**src/rtl/mem_port_arbiter.sv**
```systemverilog
// Two-requester (instruction fetch / data) arbiter onto a single memory port, one transaction in flight.
// Define ARB_ROUND_ROBIN_EN for alternating priority; otherwise the data port always wins.
module mem_port_arbiter (
  input  logic        clk,
  input  logic        rst,
  input  logic        i_req,
  input  logic [31:0] i_addr,
  output logic        i_gnt,
  output logic        i_rvalid,
  output logic [31:0] i_rdata,
  input  logic        d_req,
  input  logic        d_we,
  input  logic [31:0] d_addr,
  input  logic [31:0] d_wdata,
  input  logic [3:0]  d_be,
  output logic        d_gnt,
  output logic        d_rvalid,
  output logic [31:0] d_rdata,
  output logic        m_req,
  output logic        m_we,
  output logic [31:0] m_addr,
  output logic [31:0] m_wdata,
  output logic [3:0]  m_be,
  input  logic        m_gnt,
  input  logic        m_rvalid,
  input  logic [31:0] m_rdata,
  output logic        busy
);

  typedef enum logic [1:0] {IDLE, REQ, RESP} state_t;

  state_t      state_reg, state_next;
  logic        owner_reg;            // 0 = instruction port, 1 = data port
  logic        we_reg;
  logic [31:0] addr_reg;
  logic [31:0] wdata_reg;
  logic [3:0]  be_reg;
  logic        sel_d;
  logic [1:0]  gnt_vec;
  logic [1:0]  rvalid_vec;
  logic [31:0] rdata_vec [2];

`ifdef ARB_ROUND_ROBIN_EN
  logic last_owner_reg;

  always_ff @(posedge clk or posedge rst) begin
    if (rst)
      last_owner_reg <= 1'b0;
    else if (state_reg == RESP && m_rvalid)
      last_owner_reg <= owner_reg;
  end

  // On contention the port that did not complete last goes first.
  assign sel_d = d_req && (!i_req || !last_owner_reg);
`else
  assign sel_d = d_req;
`endif

  always_ff @(posedge clk or posedge rst) begin
    if (rst)
      state_reg <= IDLE;
    else
      state_reg <= state_next;
  end

  always_comb begin
    state_next = state_reg;
    case (state_reg)
      IDLE:    if (i_req || d_req) state_next = REQ;
      REQ:     if (m_gnt)          state_next = RESP;
      RESP:    if (m_rvalid)       state_next = IDLE;
      default: state_next = IDLE;
    endcase
  end

  // Request is captured once in IDLE; requester inputs are don't-care afterwards.
  always_ff @(posedge clk or posedge rst) begin
    if (rst) begin
      owner_reg <= 1'b0;
      we_reg    <= 1'b0;
      addr_reg  <= '0;
      wdata_reg <= '0;
      be_reg    <= '0;
    end else if (state_reg == IDLE && (i_req || d_req)) begin
      owner_reg <= sel_d;
      we_reg    <= sel_d & d_we;
      addr_reg  <= sel_d ? d_addr  : i_addr;
      wdata_reg <= sel_d ? d_wdata : 32'h0;
      be_reg    <= sel_d ? d_be    : 4'hF;
    end
  end

  always_comb begin
    busy       = (state_reg != IDLE);
    m_req      = 1'b0;
    m_we       = 1'b0;
    m_addr     = '0;
    m_wdata    = '0;
    m_be       = '0;
    gnt_vec    = '0;
    rvalid_vec = '0;
    case (state_reg)
      REQ: begin
        m_req   = 1'b1;
        m_we    = we_reg;
        m_addr  = addr_reg;
        m_wdata = wdata_reg;
        m_be    = be_reg;
        if (m_gnt) gnt_vec[owner_reg] = 1'b1;
      end
      RESP: begin
        if (m_rvalid) rvalid_vec[owner_reg] = 1'b1;
      end
      default: ;
    endcase
  end

  // Read data is forced to zero on any port not currently receiving a response.
  generate
    for (genvar gi = 0; gi < 2; gi++) begin : g_rdata
      assign rdata_vec[gi] = rvalid_vec[gi] ? m_rdata : 32'h0;
    end
  endgenerate

  assign i_gnt    = gnt_vec[0];
  assign d_gnt    = gnt_vec[1];
  assign i_rvalid = rvalid_vec[0];
  assign d_rvalid = rvalid_vec[1];
  assign i_rdata  = rdata_vec[0];
  assign d_rdata  = rdata_vec[1];

endmodule
```
**config.mk**
```make
export PLATFORM = sky130hd
export DESIGN_NAME = mem_port_arbiter
export DESIGN_NICKNAME = d
export VERILOG_FILES = /design/src/rtl/mem_port_arbiter.sv
export SDC_FILE = /design/constraint.sdc
export NUM_CORES = 1
export LEC_CHECK = 0
export ABC_CLOCK_PERIOD_IN_PS = 3300
export BUFFER_PORTS_ARGS = -buffer_cell sky130_fd_sc_hd__buf_2
export CORE_AREA = 2 2 109 111
export CTS_CLUSTER_SIZE = 10
export DETAILED_ROUTE_END_ITERATION = 10
export DIE_AREA = 0 0 111 113
export GPL_TIMING_DRIVEN = 0
export PLACE_DENSITY_LB_ADDON = 0.1
export SLEW_MARGIN = 5
export SYNTH_ARGS = -nofsm -noshare
export SYNTH_HDL_FRONTEND = slang
export SYNTH_SLANG_ARGS = --single-unit
```
**constraint.sdc**
```tcl
create_clock -name clk -period 3.3 [get_ports clk]
set_input_delay 0.495 -clock clk [delete_from_list [all_inputs] [get_ports clk]]
set_output_delay 0.495 -clock clk [all_outputs]
set_load 0.1 [all_outputs]
```
# [Word level (Yosys, flattened, before mapping)]
# Index checks and enable logic that the tools add are counted.
[word_totals] latchBits=0 register_bits=72 elab_cells=40 ram_bits=0 rom_bits=0 memories=0
[op_classes] addsub=0 n_lt_le_gt_ge=2 n_reduce_logical=6 mux=20 mul=0 n_shift=0 n_bitwise=1 div_mod_pow=0 n_eq_ne=5
[ops] cell="2-to-1 mux 32 bit" count=6
[ops] cell="2-to-1 mux 2 bit" count=7
[ops] cell="2-to-1 mux 4 bit" count=2
[ops] cell="case mux 2 bit (3 select lines)" count=1
[ops] cell="inequality test 2 bit (second input constant)" count=2
[ops] cell="2-to-1 mux 1 bit" count=3
[ops] cell="AND reduction 3 bit" count=1
[ops] cell="equality test 2 x 1 -> 1 bit (second input constant)" count=1
[ops] cell="equality test 2 bit (second input constant)" count=1
[ops] cell="logical AND 1 bit" count=2
[ops] cell="zero test 2 bit" count=1
[ops] cell="< comparator 1 x 2 -> 1 bit (second input constant)" count=1
[ops] cell="inequality test 2 x 1 -> 1 bit (second input constant)" count=1
[ops] cell="nonzero test 2 bit" count=1
[ops] cell="bitwise AND 1 bit" count=1
[ops] cell="demux 1 bit (select 1 bit)" count=1
[ops] cell="greater-or-equal comparator 1 bit (second input constant)" count=1
[ops] cell="logical OR 1 bit" count=1

# [Longest topological paths before layout]
# Gate-level depths: netlist (run 1).
[logic_depth] ltp_word=7 depth_mapped=5

# [Worst setup path after synthesis (run 1)]
# OpenSTA, ideal clock, no wires.
[synth_timing] path_kind="input to output" from="input port m_rvalid" to="output port i_rdata[22]" required_time_ns=2.805 path_buffers=1 setup_slack_ns=0.076 arrival_time_ns=2.729 cell_stages=4 cell_sequence="nand2_1 > nor3_1 > clkbuf_1 > and2_1"
[synth_between] elab_chain_len=3
[synth_rtl] element="start: declaration" line="25" source="input logic m_rvalid,"
[synth_rtl] element="2-to-1 mux 2 bit" line="112" source="if (m_rvalid) rvalid_vec[owner_reg] = 1'b1;"
[synth_rtl] element="2-to-1 mux 2 bit" line="102" source="case (state_reg)"
[synth_rtl] element="net i_rvalid" line="9" source="output logic i_rvalid,"
[synth_rtl] element="2-to-1 mux 32 bit" line="121" source="assign rdata_vec[gi] = rvalid_vec[gi] ? m_rdata : 32'h0;"
[synth_rtl] element="end: declaration" line="10" source="output logic [31:0] i_rdata,"
# The timed path passes the listed nets, and every way through them passes these cells.

# [Worst setup path in the final report (run 1)]
[layout_timing] from="register state_reg[0]" to="output port m_addr[6]"
[layout_between] elab_chain_len=2
[layout_rtl] element="start: declaration" line="32" source="state_t state_reg, state_next;"
[layout_rtl] element="start signal: assignment" line="63" source="state_reg <= state_next;"
[layout_rtl] element="equality test 2 x 1 -> 1 bit" line="102"
[layout_rtl] element="2-to-1 mux 32 bit" line="102"
[layout_rtl] element="end: declaration" line="21" source="output logic [31:0] m_addr,"
# Every way passes these cells.

==> results of run 1 <==
-- cell type report --
| type | count | area (µm²) | share of cell area, % |
|---|---|---|---|
| multi-input cells | 251 | 1970 | 33.7 |
| flip-flops and latches | 72 | 1800 | 30.9 |
| repair buffers | 277 | 1410 | 24.1 |
| clock buffers | 11 | 243 | 4.16 |
| well taps | 143 | 179 | 3.06 |
| plain buffers | 29 | 148 | 2.53 |
| clock inverters | 4 | 77.6 | 1.33 |
| inverters | 2 | 10.0 | 0.171 |
| diodes | 1 | 2.50 | 0.0429 |
-- per-stage QoR --
stage / cells / setup TNS [ps] / worst slack [ps]
2_1_floorplan: 354 / 0 / 75.8
3_3_place_gp: 773 / -3330 / -50.2
3_5_place_dp: 774 / 0 / 690
4_1_cts: 789 / 0 / 423
5_1_grt: 790 / 0 / 268
6_report: 790 / 0 / 479
-- worst paths after layout --
check / start / end / cells after the start
setup / recovery: state_reg[0]$_DFFE_PP0P_ / m_addr[6] / 5
setup reg to reg: state_reg[0]$_DFFE_PP0P_ / addr_reg[0]$_DFFE_PP0P_ / 5
min in group clk: d_wdata[31] / wdata_reg[31]$_DFFE_PP0P_ / 2
hold reg to reg: wdata_reg[11]$_DFFE_PP0P_ / wdata_reg[11]$_DFFE_PP0P_ / 1
hold / removal: rst / addr_reg[18]$_DFFE_PP0P_ / 2
max in group asynchronous: rst / addr_reg[25]$_DFFE_PP0P_ / 3
-- critical path, stage by stage (launching register included) --
cell      delay, ps
dfrtp_1         390
nor2b_1         140
clkbuf_1        430
clkbuf_1        410
and2_1          200
buf_2           420
-- logic make-up after synthesis --
| logic type | after synthesis | synth area share (%) |
|---|---|---|
| and+or+nand+nor | 146 | 22.9 |
| DFF | 72 | 45.9 |
| muxes | 64 | 18.4 |
| AOI/OAI and AO/OA | 41 | 8.89 |
| buffers and inverters | 31 | 3.95 |
-- routing by layer --
metal / routed length, µm / vias to the layer above
met5: 0 / -
met4: 240 / 0
met3: 931 / 17
met2: 6110 / 173
met1: 5190 / 1699
li1: - / 1769
-- placed cells by master (no fill, tap or decap) --
master | Yosys | layout
a21o_1 | 1 | 1
a22o_1 | 33 | 33
and2_1 | 134 | 134
and3_1 | 1 | 1
buf_16 | 0 | 1
buf_2 | 10 | 286
buf_4 | 3 | 3
buf_6 | 2 | 2
bufinv_16 | 0 | 2
clkbuf_1 | 14 | 15
clkbuf_16 | 0 | 9
clkbuf_8 | 0 | 1
clkinv_4 | 0 | 1
dfrtp_1 | 72 | 72
diode_2 | 0 | 1
inv_1 | 2 | 1
inv_4 | 0 | 1
inv_6 | 0 | 1
mux2_2 | 64 | 64
nand2_1 | 4 | 4
nand2b_1 | 2 | 2
nor2_1 | 2 | 2
nor2b_1 | 1 | 1
nor3_1 | 1 | 1
nor3b_1 | 1 | 1
o21a_1 | 1 | 1
o21ai_0 | 1 | 1
o21ai_1 | 1 | 1
o22a_1 | 4 | 4
==> impl_metrics.tcl, run 1 <==
set metrics [dict create \
    ys_warn_count 0 \
    routabilityCongestion 0.893 \
    synth_fp_nets 493 \
    post_dp_cell_area_um2 5520 \
    die_x_um 111 \
    critical_path_class "register to output pin" \
    netlist_top_cells_area "dfrtp_1 46%, and2_1 21%, mux2_2 18%" \
    drc 0 \
    cts-hold-fix-buffers 0 \
    postRouteAntennaNets 0 \
    yosysUniqueCellTypes 21 \
    finalCritPeriodShare_pct 85.5 \
    drive_above_1_share_pct 57.4 \
    grt_pass1_vias 3684 \
    synth_area_leader_cell "dfrtp_1" \
    async_flop_share_pct 100 \
    cts_max_level 3 \
    use_met1_pct 23.8 \
    grt_pass1_wl_um 19600 \
    grt_antenna_before_repair 1 \
    critPathRequiredTime_ps 2800 \
    rows 39 \
    area_delta_synth_final_pct 48.7 \
    end_kind "output pin" \
    cts_buffers 9 \
    hold_violations 0 \
    portBuffers 276 \
    syn-cell-area_um2 3930 \
    cts_max_path_buffers 2 \
    synth_cells 354 \
    use_met3_pct 5.46 \
    post-synth-top-count-cell "and2_1" \
    die_h_um 113 \
    period_minus_slack_ps 2820 \
    slew_headroom_pct 59.5 \
    clock_skew_ps 5.23 \
    syn_area_per_cell_um2 11.1 \
    dr.first_iter.drc_count 122 \
    rsz0062_at_grt "false" \
    track_usage_pct 19.7 \
    die-area_um2 12500 \
    cts_setup_buffers 0 \
    design_area_um2 5840 \
    setup_viol 0 \
    post_cts_resized 0 \
    initial_core_util_pct 34.8 \
    cts_root_buf "clkbuf_16" \
    ys.flop_type "dfrtp_1" \
    nNetsFinal 781 \
    clk_pin_slew_ps 60 \
    wl_per_cell_um 15.8 \
    synth_edf_count 0 \
    fill_cells 1082 \
    busiest_layer "met2" \
    ios 278 \
    ys_ff_latch 72 \
    critPathArrivalTime_ps 2330 \
    core_area_um2 11300 \
    grt-ovfl-total 0 \
    synth_top_cells_by_count "134 x and2_1, 72 x dfrtp_1, 64 x mux2_2, 33 x a22o_1, 14 x clkbuf_1" \
    yosys.area.top_type_share_pct 45.9 \
    hold_class "input port to async pin" \
    timing.hold.ws_ps 108 \
    max_freq_mhz 355 \
    synth-seq-area-share_pct 45.9 \
    worstSkewPairLatency_ps 330 \
    timing.final.max_slew_violations 0 \
    utilization_pct 51.8 \
    status "complete, no violations" \
    hpwl_um 9860 \
    tightest_slew_ps 607 \
    cp-start-kind "register" \
    clkSinkCount 72 \
    via_per_inst 4.63 \
    worstPathMaxFanout 10 \
    r2r_slack_ps 1490 \
    maxCapViolCount 0 \
    use_met2_pct 33.9 \
    dr.pass1.iters 4 \
    grt_max_degree 56 \
    wl_um 12500 \
    cts_tree "built" \
    vias 3658 \
]
Power of run 1 is not shown: default switching activity piles up to over one toggle a cycle in this logic, so the estimate is an artifact.
==> run 2, diff against run 1 <==
Settings changed: ABC_CLOCK_PERIOD_IN_PS 3300 to 2640.
Clock period 3.3 ns to 2.64 ns, I/O delays scaled along.
==> impl_metrics.tcl, run 2 (same netlist as run 1, synthesis figures left out) <==
set metrics [dict create \
    period_minus_slack_ps 2480 \
    reg2reg_depth 5 \
    end_kind "output pin" \
    clk_pin_slew_ps 60 \
    portBuffers 276 \
    grt_antenna_before_repair 0 \
    grt_max_degree 45 \
    wl_per_cell_um 15.5 \
    critical_path_class "register to output pin" \
    cts_root_buf "clkbuf_16" \
    final_common_cell "buf_2" \
    die_h_um 113 \
    tightest_slew_ps 597 \
    clkSinkCount 72 \
    utilization_pct 52.8 \
    hold_violations 0 \
    wl_um 12200 \
    cts_buffers 9 \
    die-area_um2 12500 \
    maxCapViolCount 0 \
    cts_tree "built" \
    hold_class "input port to async pin" \
    nNetsFinal 781 \
    dr.pass1.iters 4 \
    cts_max_path_buffers 2 \
    cts_max_level 3 \
    grt_pass1_wl_um 19300 \
    max_freq_mhz 403 \
    vias 3643 \
    area_delta_synth_final_pct 51.5 \
    timing.final.max_slew_violations 0 \
    core_area_um2 11300 \
    cp-start-kind "register" \
    grt_pass1_vias 3653 \
    drive_above_1_share_pct 58.6 \
    worstPathMaxFanout 10 \
    rsz0062_at_grt "false" \
    diodes 0 \
    rows 39 \
    drc 0 \
    die_x_um 111 \
    placed_cells 774 \
    track_usage_pct 19.3 \
    final_cell_mix "235 x buf_2, 134 x and2_1, 72 x dfrtp_1, 64 x mux2_2, 51 x clkbuf_4" \
    cts_setup_buffers 0 \
    dr.first_iter.drc_count 151 \
    ios 278 \
    grt-ovfl-total 0 \
    setup_viol 0 \
    final_cells 790 \
    routabilityCongestion 0.812 \
    critPathArrivalTime_ps 2090 \
    critPathRequiredTime_ps 2240 \
    postRouteAntennaNets 0 \
    clock_skew_ps 6.47 \
    via_per_inst 4.61 \
    initial_core_util_pct 34.8 \
    hpwl_um 9540 \
    slew_headroom_pct 60.2 \
    finalCritPeriodShare_pct 94.0 \
    worstSkewPairLatency_ps 340 \
    status "complete, no violations" \
    timing.hold.ws_ps 59.6 \
]
## run 2: stage by stage
stage / setup slack, ps / area, µm² / TNS (ps)
5_1_grt: 4.77 / 5950 / 0
4_1_cts: 10.2 / 5820 / 0
6_report: 157 / 5950 / 0
3_3_place_gp: -602 / 5490 / -43000
3_5_place_dp: 197 / 5520 / 0
2_1_floorplan: 41.1 / 3930 / 0
## run 2: timing repair
item                                   CTS  global route
endpoints found under the hold margin    0             0
pin swaps                                0             0
hold buffers                             0             0
setup endpoints to repair               89            61
resized for setup                        3            54
## run 2: final timing paths
check,start,to,slack [ps]
setup / recovery,state_reg[0]$_DFFE_PP0P_,m_wdata[31],160
hold / removal,rst,addr_reg[31]$_DFFE_PP0P_,60
setup reg to reg,state_reg[0]$_DFFE_PP0P_,addr_reg[28]$_DFFE_PP0P_,800
hold reg to reg,addr_reg[20]$_DFFE_PP0P_,addr_reg[20]$_DFFE_PP0P_,500
max in group asynchronous,rst,be_reg[0]$_DFFE_PP0P_,2040
min in group clk,d_be[3],be_reg[3]$_DFFE_PP0P_,270
## run 2: area by class of cell
| cell class | instances | area, µm² |
|---|---|---|
| tap | 143 | 179 |
| multi-input combinational | 251 | 1980 |
| buffer | 29 | 151 |
| fill | 1081 | 5330 |
| sequential | 72 | 1800 |
| clock buffer | 9 | 225 |
| clock inverter | 7 | 62.6 |
| timing repair buffer | 277 | 1540 |
| inverter | 2 | 10.0 |
## run 2: critical path, cell delays in order (launching register included)
cell,delay [ps]
dfrtp_1,440
nor2b_1,150
clkbuf_2,270
clkbuf_1,360
and2_1,200
clkbuf_4,330
## run 2: routing by layer
layer	GRT usage (%)	part of all wire [%]	vias up
li1	-	-	1771
met1	24.6	43	1699
met2	32.1	48	156
met3	5.30	7.1	17
met4	6.08	1.5	0
met5	0	0	-
Power of run 2 is left out for the same reason.
